## src/rtl/exec_wb_buffer_pkg.sv

```systemverilog
// Shared execution-stage widths used by the exec units and the writeback buffer.
package exec_wb_buffer_pkg;

    localparam int unsigned W_OPR      = 32;
    localparam int unsigned W_REG_ADDR = 5;
    localparam int unsigned W_WB_ENTRY = W_OPR + W_REG_ADDR;

endpackage

```

## src/rtl/exec_wb_buffer.sv

```systemverilog
// In-order result buffer between the exec units and the shared register-file write port,
// with a combinational youngest-match forwarding lookup over the pending entries.
module exec_wb_buffer
    import exec_wb_buffer_pkg::*;
#(
    parameter int unsigned W_OPR      = exec_wb_buffer_pkg::W_OPR,
    parameter int unsigned W_REG_ADDR = exec_wb_buffer_pkg::W_REG_ADDR,
    parameter int unsigned DEPTH      = 4
) (
    input  logic                       clk,
    input  logic                       rst,
    input  logic                       in_valid_i,
    output logic                       in_ready_o,
    input  logic [W_OPR-1:0]           result_i,
    input  logic [W_REG_ADDR-1:0]      dest_i,
    output logic                       rf_we_o,
    output logic [W_REG_ADDR-1:0]      rf_waddr_o,
    output logic [W_OPR-1:0]           rf_wdata_o,
    input  logic                       rf_grant_i,
    input  logic [W_REG_ADDR-1:0]      query_addr_i,
    output logic                       query_hit_o,
    output logic [W_OPR-1:0]           query_data_o,
    output logic [$clog2(DEPTH):0]     count_o
);

    localparam int unsigned PW = $clog2(DEPTH);
    localparam int unsigned CW = PW + 1;

    logic [W_REG_ADDR-1:0] r_dest [DEPTH];
    logic [W_OPR-1:0]      r_data [DEPTH];
    logic [PW-1:0]         r_head;
    logic [PW-1:0]         r_tail;
    logic [CW-1:0]         r_count;

    logic                  w_empty;
    logic                  w_push;
    logic                  w_pop;
    logic [PW-1:0]         w_idx;

    assign w_empty    = (r_count == '0);
    // Readiness comes from the count alone, so a same-cycle pop never frees a full slot.
    assign in_ready_o = !rst && (r_count < CW'(DEPTH));
    assign w_push     = in_valid_i && in_ready_o && (dest_i != '0);
    assign w_pop      = !w_empty && rf_grant_i;

    assign rf_we_o    = !w_empty;
    assign rf_waddr_o = w_empty ? '0 : r_dest[r_head];
    assign rf_wdata_o = w_empty ? '0 : r_data[r_head];
    assign count_o    = r_count;

    always_ff @(posedge clk) begin
        if (rst) begin
            r_head  <= '0;
            r_tail  <= '0;
            r_count <= '0;
        end else begin
            if (w_push) begin
                r_dest[r_tail] <= dest_i;
                r_data[r_tail] <= result_i;
                r_tail         <= r_tail + PW'(1);
            end
            if (w_pop) begin
                r_head <= r_head + PW'(1);
            end
            case ({w_push, w_pop})
                2'b10:   r_count <= r_count + CW'(1);
                2'b01:   r_count <= r_count - CW'(1);
                default: r_count <= r_count;
            endcase
        end
    end

    // Walk oldest to youngest so the last match left standing is the youngest.
    always_comb begin
        query_hit_o  = 1'b0;
        query_data_o = '0;
        w_idx        = '0;
        for (int unsigned i = 0; i < DEPTH; i++) begin
            w_idx = r_head + PW'(i);
            if ((CW'(i) < r_count) && (query_addr_i != '0) &&
                (r_dest[w_idx] == query_addr_i)) begin
                query_hit_o  = 1'b1;
                query_data_o = r_data[w_idx];
            end
        end
    end

endmodule

```

## config.mk

```make
export PLATFORM = sky130hd
export DESIGN_NAME = exec_wb_buffer
export DESIGN_NICKNAME = d
export VERILOG_FILES = /design/src/rtl/exec_wb_buffer_pkg.sv /design/src/rtl/exec_wb_buffer.sv
export SDC_FILE = /design/constraint.sdc
export NUM_CORES = 1
export LEC_CHECK = 0
export ABC_CLOCK_PERIOD_IN_PS = 2600
export BUFFER_PORTS_ARGS = -buffer_cell sky130_fd_sc_hd__buf_2
export CAP_MARGIN = 20
export CORE_ASPECT_RATIO = 0.7
export CORE_MARGIN = 2
export CORE_UTILIZATION = 50
export DETAILED_ROUTE_END_ITERATION = 16
export GPL_TIMING_DRIVEN = 0
export PLACE_DENSITY = 0.81
export SLEW_MARGIN = 0
export SYNTH_ARGS = -nofsm -noshare
export SYNTH_HDL_FRONTEND = slang
export SYNTH_SLANG_ARGS = --single-unit
```

## constraint.sdc

```tcl
create_clock -name clk -period 2.6 [get_ports clk]
set_input_delay 0.26 -clock clk [delete_from_list [all_inputs] [get_ports clk]]
set_output_delay 0.26 -clock clk [all_outputs]
set_load 0.005 [all_outputs]
```

### Word-level counts from Yosys, hierarchy flattened

Memory sizes are Yosys's and may differ from the RTL's. A register that Yosys moved wholly into a read port is not among the register bits.
Cells that the tools add are included.

* add/sub/neg operators: 6
* $lt $le $gt $ge: 5
* equality and inequality tests: 6
* mux-type cells: 18
* reduce and logical (&&, ||, !) cells: 18

Operators by type and width (count)
* 32-bit 2-to-1 mux: 5
* 5-bit == test: 4
* 1-bit logical AND: 12
* 5-bit nonzero test: 2
* 2-bit 2-to-1 mux: 4
* 1-bit 2-to-1 mux: 7
* 1-bit by 3-bit less-than comparator with 1-bit output, first input constant: 2
* 2-bit by 3-bit less-than comparator with 1-bit output, first input constant: 2
* 3-bit case mux with 2 select lines: 1
* 5-bit 2-to-1 mux: 1
* 2-bit by 1-bit adder with 2-bit output, second input constant: 2
* 2-bit adder, second input constant: 2
* 3-bit by 1-bit adder with 3-bit output, second input constant: 1
* 3-bit zero test: 1
* 3-bit less-than comparator, second input constant: 1
* 3-bit by 1-bit subtractor with 3-bit output, second input constant: 1
* 2-bit by 1-bit == test with 1-bit output, second input constant: 1
* 2-bit == test, second input constant: 1
* 1-bit zero test: 2
* 2-bit nonzero test: 1

* flip-flop bits (word level): 7
* memory bits (writable): 148
* bits of input ports: 46
* output and inout bits: 75
* logic and storage cells: 58
* memories kept: 2

Memory list
* r_data: words 4, width 32, read ports 4, clocked after memory_dff 1, wr ports 1, RTL line exec_wb_buffer.sv:30 `logic [W_OPR-1:0] r_data [DEPTH];`
* r_dest: words 4, width 5, read ports 4, clocked after memory_dff 1, wr ports 1, RTL line exec_wb_buffer.sv:29 `logic [W_REG_ADDR-1:0] r_dest [DEPTH];`

### Longest topological paths before layout

Gate-level depths: netlist of run 1.

* depth in word-level cells: 7
* gate-level depth with buffers: 10
* depth with buffers taken out: 8

### Worst setup path after synthesis of run 1

OpenSTA, ideal clock, no wires.

* kind: reg2out
* start: register r_head[1]
* end: output port query_data_o[10]
* data arrival time: 2453 ps
* required time: 2340 ps
* slack: -113 ps
* stages on the path, launching flop included: 10
* buffers on the path: 3
* path through: dfxtp_1 > clkbuf_1 > buf_2 > mux4_2 > xnor2_1 > nand2_1 > nor4_4 > buf_6 > mux2_1 > o221a_1

* cells in the longest elaborated chain, start to end: 7
* elaborated cells between the ends (all ways): 14
* those cells by class: add/sub: 3; eq/ne: 3; mux: 3; reduce/logical: 3; memory: 2

Ends and longest elaborated chain
* start: declaration: RTL line exec_wb_buffer.sv:31 `logic [PW-1:0] r_head;`
* start signal: assignment: RTL line exec_wb_buffer.sv:63 `r_head <= r_head + PW'(1);`
* 2-bit by 1-bit adder with 2-bit output: RTL line exec_wb_buffer.sv:79 `w_idx = r_head + PW'(i);`
* memory read 4 x 5 bit
* 5-bit == test: RTL line exec_wb_buffer.sv:81 `(r_dest[w_idx] == query_addr_i)) begin`
* 1-bit logical AND: RTL line exec_wb_buffer.sv:80 `if ((CW'(i) < r_count) && (query_addr_i != '0) &&`
* 32-bit 2-to-1 mux (2 in series): RTL line exec_wb_buffer.sv:80
* 32-bit 2-to-1 mux (*): RTL line exec_wb_buffer.sv:80
* end: declaration: RTL line exec_wb_buffer.sv:22 `output logic [W_OPR-1:0] query_data_o,`

Every way passes the cells marked *; elsewhere a longest branch is shown, timed or not.

### Worst setup path in the final report of run 1

* start: register r_head[0]
* end: output port query_data_o[6]

The elaborated chain is that of the path after synthesis.

==> key figures, run 1 <==
Status
  – Outcome: complete, but fails checks
  – Failing checks: negative setup slack

Global routing
  – First-pass GRT wire length: 44400 µm
  – Largest net degree at the start of global routing: 30
  – Number of global-route vias before repair: 7681
  – Grt total ovfl: 0
  – GRT Total Usage: 27.9%
  – Antenna violations before repair: 2

Synthesis
  – Synth warn: 0
  – Synth unique cells: 39
  – Top post-synthesis cells by area: edfxtp_1 (44%), mux4_2 (17%), nand2_1 (5.0%)
  – Post-synthesis cell count: 798
  – #FFs+latches synth: 157
  – Sequential share of the synthesized area: 45.7%
  – Synth top area share: 43.9%
  – Largest area contributor in the netlist: edfxtp_1
  – Cell Area, Synth: 10100 µm²
  – Syn nets: 853
  – Syn_area_per_cell: 12.7 µm²

Flow run
  – Max Cap Viol: 0

Floorplanning
  – Die ar.: 21400 µm²
  – Die W: 174 µm
  – Row cnt: 43
  – Die height: 123 µm
  – Starting Density: 51.1%
  – Core box area: 19800 µm²
  – Ports: 121

Placement
  – Port Buf Inserts: 114
  – Placed inst area: 11100 µm²
  – Placed cells: 1186
  – DPL Wire Length: 19100 µm
  – Gp weighted congestion: 0.874

CTS
  – Reg clk slew, reported paths: 0.06 ns
  – CTS tree: yes
  – Max Buffers Root-to-Sink: 2
  – Root buffer cell: clkbuf_16
  – Clock Sinks: 157
  – Hold-fix buffers, CTS: 0
  – CTS Buf Count: 17
  – # H-tree levels: 4
  – Skew-Pair Late Insertion Delay: 0.44 ns

Route
  – Via density: 6.46
  – First drt pass iteration count: 5
  – DRC: 0
  – Via count: 8005
  – Post-Route WL: 29800 µm
  – Iteration-0 DRC Markers: 1195
  – Routed WL per cell: 24.0 µm
  – Final ANT Viol Nets: 0

Finish
  – Commonest non-fill, non-tap cells in the layout: edfxtp_1 (148), nand2_1 (134), buf_2 (116)
  – Share of layout cells above drive strength 1: 40.6%
  – Post-route cell area: 12500 µm²
  – Fill cell count: 1459
  – Non-Filler Instances: 1239
  – P&R area growth vs syn: 23.2%
  – Most common cell after layout, fill and taps aside: edfxtp_1
  – Layout net count: 1010

Power and ir drop
  – Power density cells: 852 nW/µm²
  – Max VDD drop: 0.557 mV
  – Leakage: 4.29 nW

Hold path
  – Hold Crit Class: in -> reg

Setup path
  – Crit end category: output port
  – Critical Path, Cell by Cell: buf_8 > buf_12 > mux2i_4 > xnor2_2 > mux2_4 > nor4_4 > buf_6 > buf_12 > mux2_1 > o221a_1 > buf_2
  – CP dominant cell by count: buf_12
  – Worst-path maximum fanout: 10
  – Crit path DAT: 3.16 ns
  – WP data required: 2.34 ns
  – Startpoint class of the critical path: register
  – Crit-path slowest cell: dfxtp_2
  – CP Class: reg -> out
  – Max stage delay on crit path: 0.35 ns

Timing
  – Hold Fails Final Rpt: 0
  – Final Cycle Share: 131%
  – Setup-failing EPs final: 33
  – Measured slew at the worst slew-check pin: 1.10 ns
  – Slew Limit Fails: 0
  – Clock skew: 0.00910 ns
  – Max_slew headroom: 26.4%
  – RSZ-0062 raised after global routing: yes
  – Fmax: 293 MHz
  – Final min period: 3.42 ns
  – Setup ws final: -0.815 ns
[cells by family after synthesis]
logic type	synth area share [%]
AO/OA/AOI/OAI	7.74
AND/OR/NAND/NOR	10.5
multiplexers	28.9
XOR/XNOR	2.25
flip-flops	45.7
buffers and inverters	3.70
adder cells (fa/ha/maj)	1.11
[flip-flops by register name, indices dropped and copies added, names as in the netlist, named ones only]
| signal | count |
|---|---|
| r_data | 128 |
| r_head | 2 |
| r_dest | 20 |
| r_tail | 2 |
| count_o | 3 |
[per-layer routing]
metal / GRT usage [%] / share of wire, % / vias up
li1: - / - / 3392
met1: 40.3 / 41 / 3962
met2: 42.2 / 45 / 583
met3: 6.61 / 12 / 66
met4: 8.40 / 1.8 / 2
met5: 0 / 0.044 / -
[report_power, final]
group | internal [mW] | switching (mW) | leakage, nW
Sequential | 2.92 | 0.121 | 1.42
Clock | 1.59 | 0.960 | 0.286
Combinational | 2.39 | 2.64 | 2.59
[per-stage QoR]
stage | total power, mW | TNS (ns) | hold WS (ns) | utilization (%) | setup slack [ns]
6_report | 10.6 | -25.03 | 0.0337 | 62.9 | -0.815
5_1_grt | 11.0 | -27.61 | 0.0290 | 62.9 | -0.896
4_1_cts | 10.4 | -21.10 | 0.0314 | 61.8 | -0.686
3_5_place_dp | 7.42 | -20.48 | 0.475 | 56.2 | -0.719
3_3_place_gp | 7.32 | -119.17 | 0.473 | 55.8 | -0.730
2_1_floorplan | 6.14 | -0.936 | 0.359 | - | -0.0355
[area by class of cell]
cell class              instances  area [µm²]  area share [%]
multi-input cells             564        5440            43.6
flip-flops and latches        157        4630            37.1
repair buffers                141         932            7.48
plain buffers                  69         514            4.13
clock buffers                  22         444            3.56
well taps                     270         338            2.71
clock inverters                10         145            1.16
inverters                       5        18.8           0.151
diodes                          1        2.50          0.0201
[worst max-delay path, delay by kind of cell, from the launching register on]
kind                   cells  cell delay [ns]
AO/OA/AOI/OAI              1             0.25
XOR/XNOR                   1             0.11
buffers and inverters      5             0.83
flip-flops                 1             0.35
multiplexers               3             0.89
AND/OR/NAND/NOR            1             0.28
[synthesized netlist by cell type (all sizes together)]
| cell type | n |
|---|---|
| edfxtp | 148 |
| nand2 | 135 |
| mux4 | 78 |
| mux2 | 65 |
| o21ai | 65 |
| mux2i | 43 |
| and2 | 42 |
| clkbuf | 40 |
| nor3 | 35 |
| buf | 32 |
| o221a | 32 |
| xnor2 | 16 |
| xor2 | 10 |
| dfxtp | 9 |
| ha | 9 |
| nor2 | 9 |
| a21oi | 6 |
| inv | 5 |
| or3 | 4 |
| a211o | 2 |
| a211oi | 2 |
| nand3 | 2 |
| o31ai | 2 |
| a21o | 1 |
| nand2b | 1 |
| nand3b | 1 |
| nor3b | 1 |
| nor4 | 1 |
| o211ai | 1 |
| or3b | 1 |
[worst paths after layout]
path	cells past startpoint	slack (ns)	endpoint	start
setup / recovery	11	-0.82	query_data_o[6]	r_head[0]$_SDFFE_PP0P_
hold / removal	1	0.03	r_data[3][12]$_DFFE_PP_	result_i[12]
hold reg to reg	2	0.58	r_tail[1]$_SDFFE_PP0P_	r_tail[1]$_SDFFE_PP0P_
setup reg to reg	5	0.29	r_data[2][10]$_DFFE_PP_	count_o[2]$_SDFFE_PP0P_
[what timing repair did]
item / CTS / global route
hold endpoints to repair: 0 / 0
gates resized for setup: 103 / 49
pin swaps: 16 / 19
setup buffers: 15 / 3
setup endpoints to repair: 63 / 63
cloned: 5 / 1
Power figures use the tool's default switching activity.
==> run 2, diff against run 1 <==
- CTS_BUF_LIST: not set -> sky130_fd_sc_hd__clkbuf_4
- SKIP_CTS_REPAIR_TIMING: not set -> 1
==> run 2 against run 1 <==
Net effect:
- the run still ends with negative setup slack left
- die area unchanged
- largest cell class unchanged
- count of clock-buffer cells in the layout unchanged
- flip-flop and latch count unchanged
- highest routed layer is now met4
- non-clock buffer count up 37
- critical endpoint is now query_data_o[21]
- sequential power about the same
- routed wire length down 1.3%
- global-route usage down 1.6 points
- critical path depth unchanged
- via count up 0.80%
- cell area up 0.16%
- register-to-register slack about the same
==> key figures, run 2 (same netlist as run 1, synthesis figures left out) <==
Setup path
  – Critical Path, Cell by Cell: buf_8 > buf_12 > mux2i_2 > xnor2_1 > or3b_1 > a211oi_4 > nand3b_1 > buf_4 > buf_6 > o221a_1 > buf_2
  – WP data required: 2.34 ns (about the same)
  – CP Class: reg -> out
  – Worst reg2reg path endpoint: r_data[2][10]$_DFFE_PP_
  – Crit end category: output port
  – Crit path DAT: 3.35 ns (+0.19 ns)
  – Startpoint class of the critical path: register
  – FF-to-FF path depth: 5 (unchanged)
  – Worst-path maximum fanout: 10 (unchanged)
  – Start of the worst register-to-register path: count_o[2]$_SDFFE_PP0P_
  – Max stage delay on crit path: 0.42 ns (+0.07 ns)
  – Crit-path slowest cell: or3b_1
  – Reg2Reg Setup Slack: 0.28 ns (about the same)

CTS
  – CTS Buf Count: 17 (unchanged)
  – CTS tree: yes
  – # H-tree levels: 4 (unchanged)
  – Root buffer cell: clkbuf_4
  – Max Buffers Root-to-Sink: 2 (unchanged)
  – Reg clk slew, reported paths: 0.11 ns (+0.05 ns)
  – Skew-Pair Late Insertion Delay: 0.56 ns (+0.12 ns)
  – Clock Sinks: 157 (unchanged)

Finish
  – P&R area growth vs syn: 23.4%
  – Share of layout cells above drive strength 1: 39.0% (-1.6 points)
  – Commonest non-fill, non-tap cells in the layout: edfxtp_1 (148), nand2_1 (134), buf_2 (118)
  – Ant diodes: 0 (-1)
  – Most common cell after layout, fill and taps aside: edfxtp_1
  – Final Util: 63.0% (+0.10 points)
  – Layout net count: 1047 (+3.7%)
  – Number of flip-flops in the largest register: 128 (unchanged)
  – Biggest register: r_data
  – Post-route cell area: 12500 µm² (+0.16%)

Route
  – DRC: 0 (unchanged)
  – Routed WL per cell: 23.0 µm (-4.1%)
  – Via count: 8069 (+0.80%)
  – Final ANT Viol Nets: 0 (unchanged)
  – Post-Route WL: 29400 µm (-1.3%)
  – First drt pass iteration count: 6 (+1)
  – Iteration-0 DRC Markers: 1045 (-13%)
  – Via density: 6.33 (-2.0%)

Hold path
  – Endpoint, Worst Hold: count_o[0]$_SDFFE_PP0P_
  – Hold Crit Class: in -> reg
  – Hold Path Stages: 2 (+1)
  – Hold path startpoint: rst

Global routing
  – GRT Total Usage: 26.3% (-1.6 points)
  – Antenna violations before repair: 0 (-2)
  – First-pass GRT wire length: 42200 µm (-5.1%)
  – Number of global-route vias before repair: 7467 (-2.8%)
  – Grt total ovfl: 0 (unchanged)
  – Largest net degree at the start of global routing: 30 (unchanged)

Timing
  – Fmax: 277 MHz (-5.5%)
  – Clock skew: 0.0165 ns (+0.00737 ns)
  – Slew Limit Fails: 0 (unchanged)
  – Setup TNS: -30.12 ns (-5.09 ns)
  – RSZ-0062 raised after global routing: yes
  – Measured slew at the worst slew-check pin: 0.902 ns (-0.196 ns)
  – Max_slew headroom: 39.5% (+13 points)
  – Setup-failing EPs final: 33 (unchanged)
  – Final min period: 3.61 ns (+0.198 ns)
  – Setup ws final: -1.01 ns (-0.198 ns)
  – Final Cycle Share: 139% (+7.6 points)
  – Hold Fails Final Rpt: 0 (unchanged)

Power and ir drop
  – Leakage: 4.37 nW (+1.8%)
  – Total power: 9.87 mW (-7.1%)
  – Max VDD drop: 0.474 mV (-15%)
  – Power density cells: 790 nW/µm² (-7.2%)

Placement
  – Port Buf Inserts: 114 (unchanged)
  – DPL Wire Length: 19100 µm (unchanged)
  – Placed inst area: 11100 µm² (unchanged)
  – Gp weighted congestion: 0.874 (unchanged)

Floorplanning
  – Die ar.: 21400 µm² (unchanged)
  – Ports: 121 (unchanged)
  – Die height: 123 µm (unchanged)
  – Starting Density: 51.1% (unchanged)
  – Core box area: 19800 µm² (unchanged)
  – Row cnt: 43 (unchanged)
  – Die W: 174 µm (unchanged)

Flow run
  – Max Cap Viol: 0 (unchanged)

Status
  – Outcome: complete, but fails checks
  – Failing checks: negative setup slack
==> run 2: cell count changes in the layout (fill, tap and decap cells not counted), moves of 14 or more <==
cell           previous run  this run
dlygate4sd3_1             0        37
clkbuf_16                18         2
mux2_4                   21         6
clkbuf_4                  5        28
mux2_1                   10        24
==> run 2: through the flow <==
step	instances	hold slack, ns	worst slack [ns]
final	1275	0.0700	-1.01
after global routing	1275	0.0667	-1.10
after CTS	1218	-0.131	-1.38
after detailed placement	1186	0.475	-0.719
after global placement	1182	0.473	-0.730
after floorplan	798	0.359	-0.0355
==> run 2: worst max-delay path: cells and delay by family (launching register included) <==
| family | cells | cell delay [ns] |
|---|---|---|
| muxes | 1 | 0.28 |
| xor gates and xnor gates | 1 | 0.13 |
| DFF | 1 | 0.36 |
| and+or+nand+nor | 2 | 0.59 |
| AOI/OAI and AO/OA | 2 | 0.67 |
| buffers and inverters | 5 | 0.77 |
==> run 2: final cells by class <==
class	instances	area, µm²
fill	1496	7320
multi-input combinational	564	5370
sequential	157	4630
timing repair buffer	178	1270
buffer	69	537
tap	270	338
clock buffer	22	165
clock inverter	10	145
inverter	5	18.8
==> run 2: worst max-delay path by stage <==
stage	from	endpoint	slack, ns	cells after the start
after floorplan	r_head[0]$_SDFFE_PP0P_	query_data_o[10]	-0.04	8
after global placement	register	query_data_o[11]	-0.73	9
after detailed placement	register	query_data_o[11]	-0.72	9
after CTS	register	query_data_o[11]	-1.38	9
after global routing	r_head[0]$_SDFFE_PP0P_	query_data_o[18]	-1.10	11
final	r_head[0]$_SDFFE_PP0P_	query_data_o[21]	-1.01	11
==> run 2: power breakdown <==
part / internal (mW) / total (mW) / switching (mW)
Combinational: 2.51 / 5.20 / 2.69
Clock: 0.802 / 1.63 / 0.824
Sequential: 2.92 / 3.04 / 0.120
==> run 2: per-layer routing <==
layer | up-vias | track usage, % | wire [µm]
li1 | 3473 | - | -
met1 | 3974 | 38.2 | 12000
met2 | 575 | 39.4 | 13400
met3 | 47 | 6.83 | 3490
met4 | 0 | 7.35 | 489
met5 | - | 0 | 0
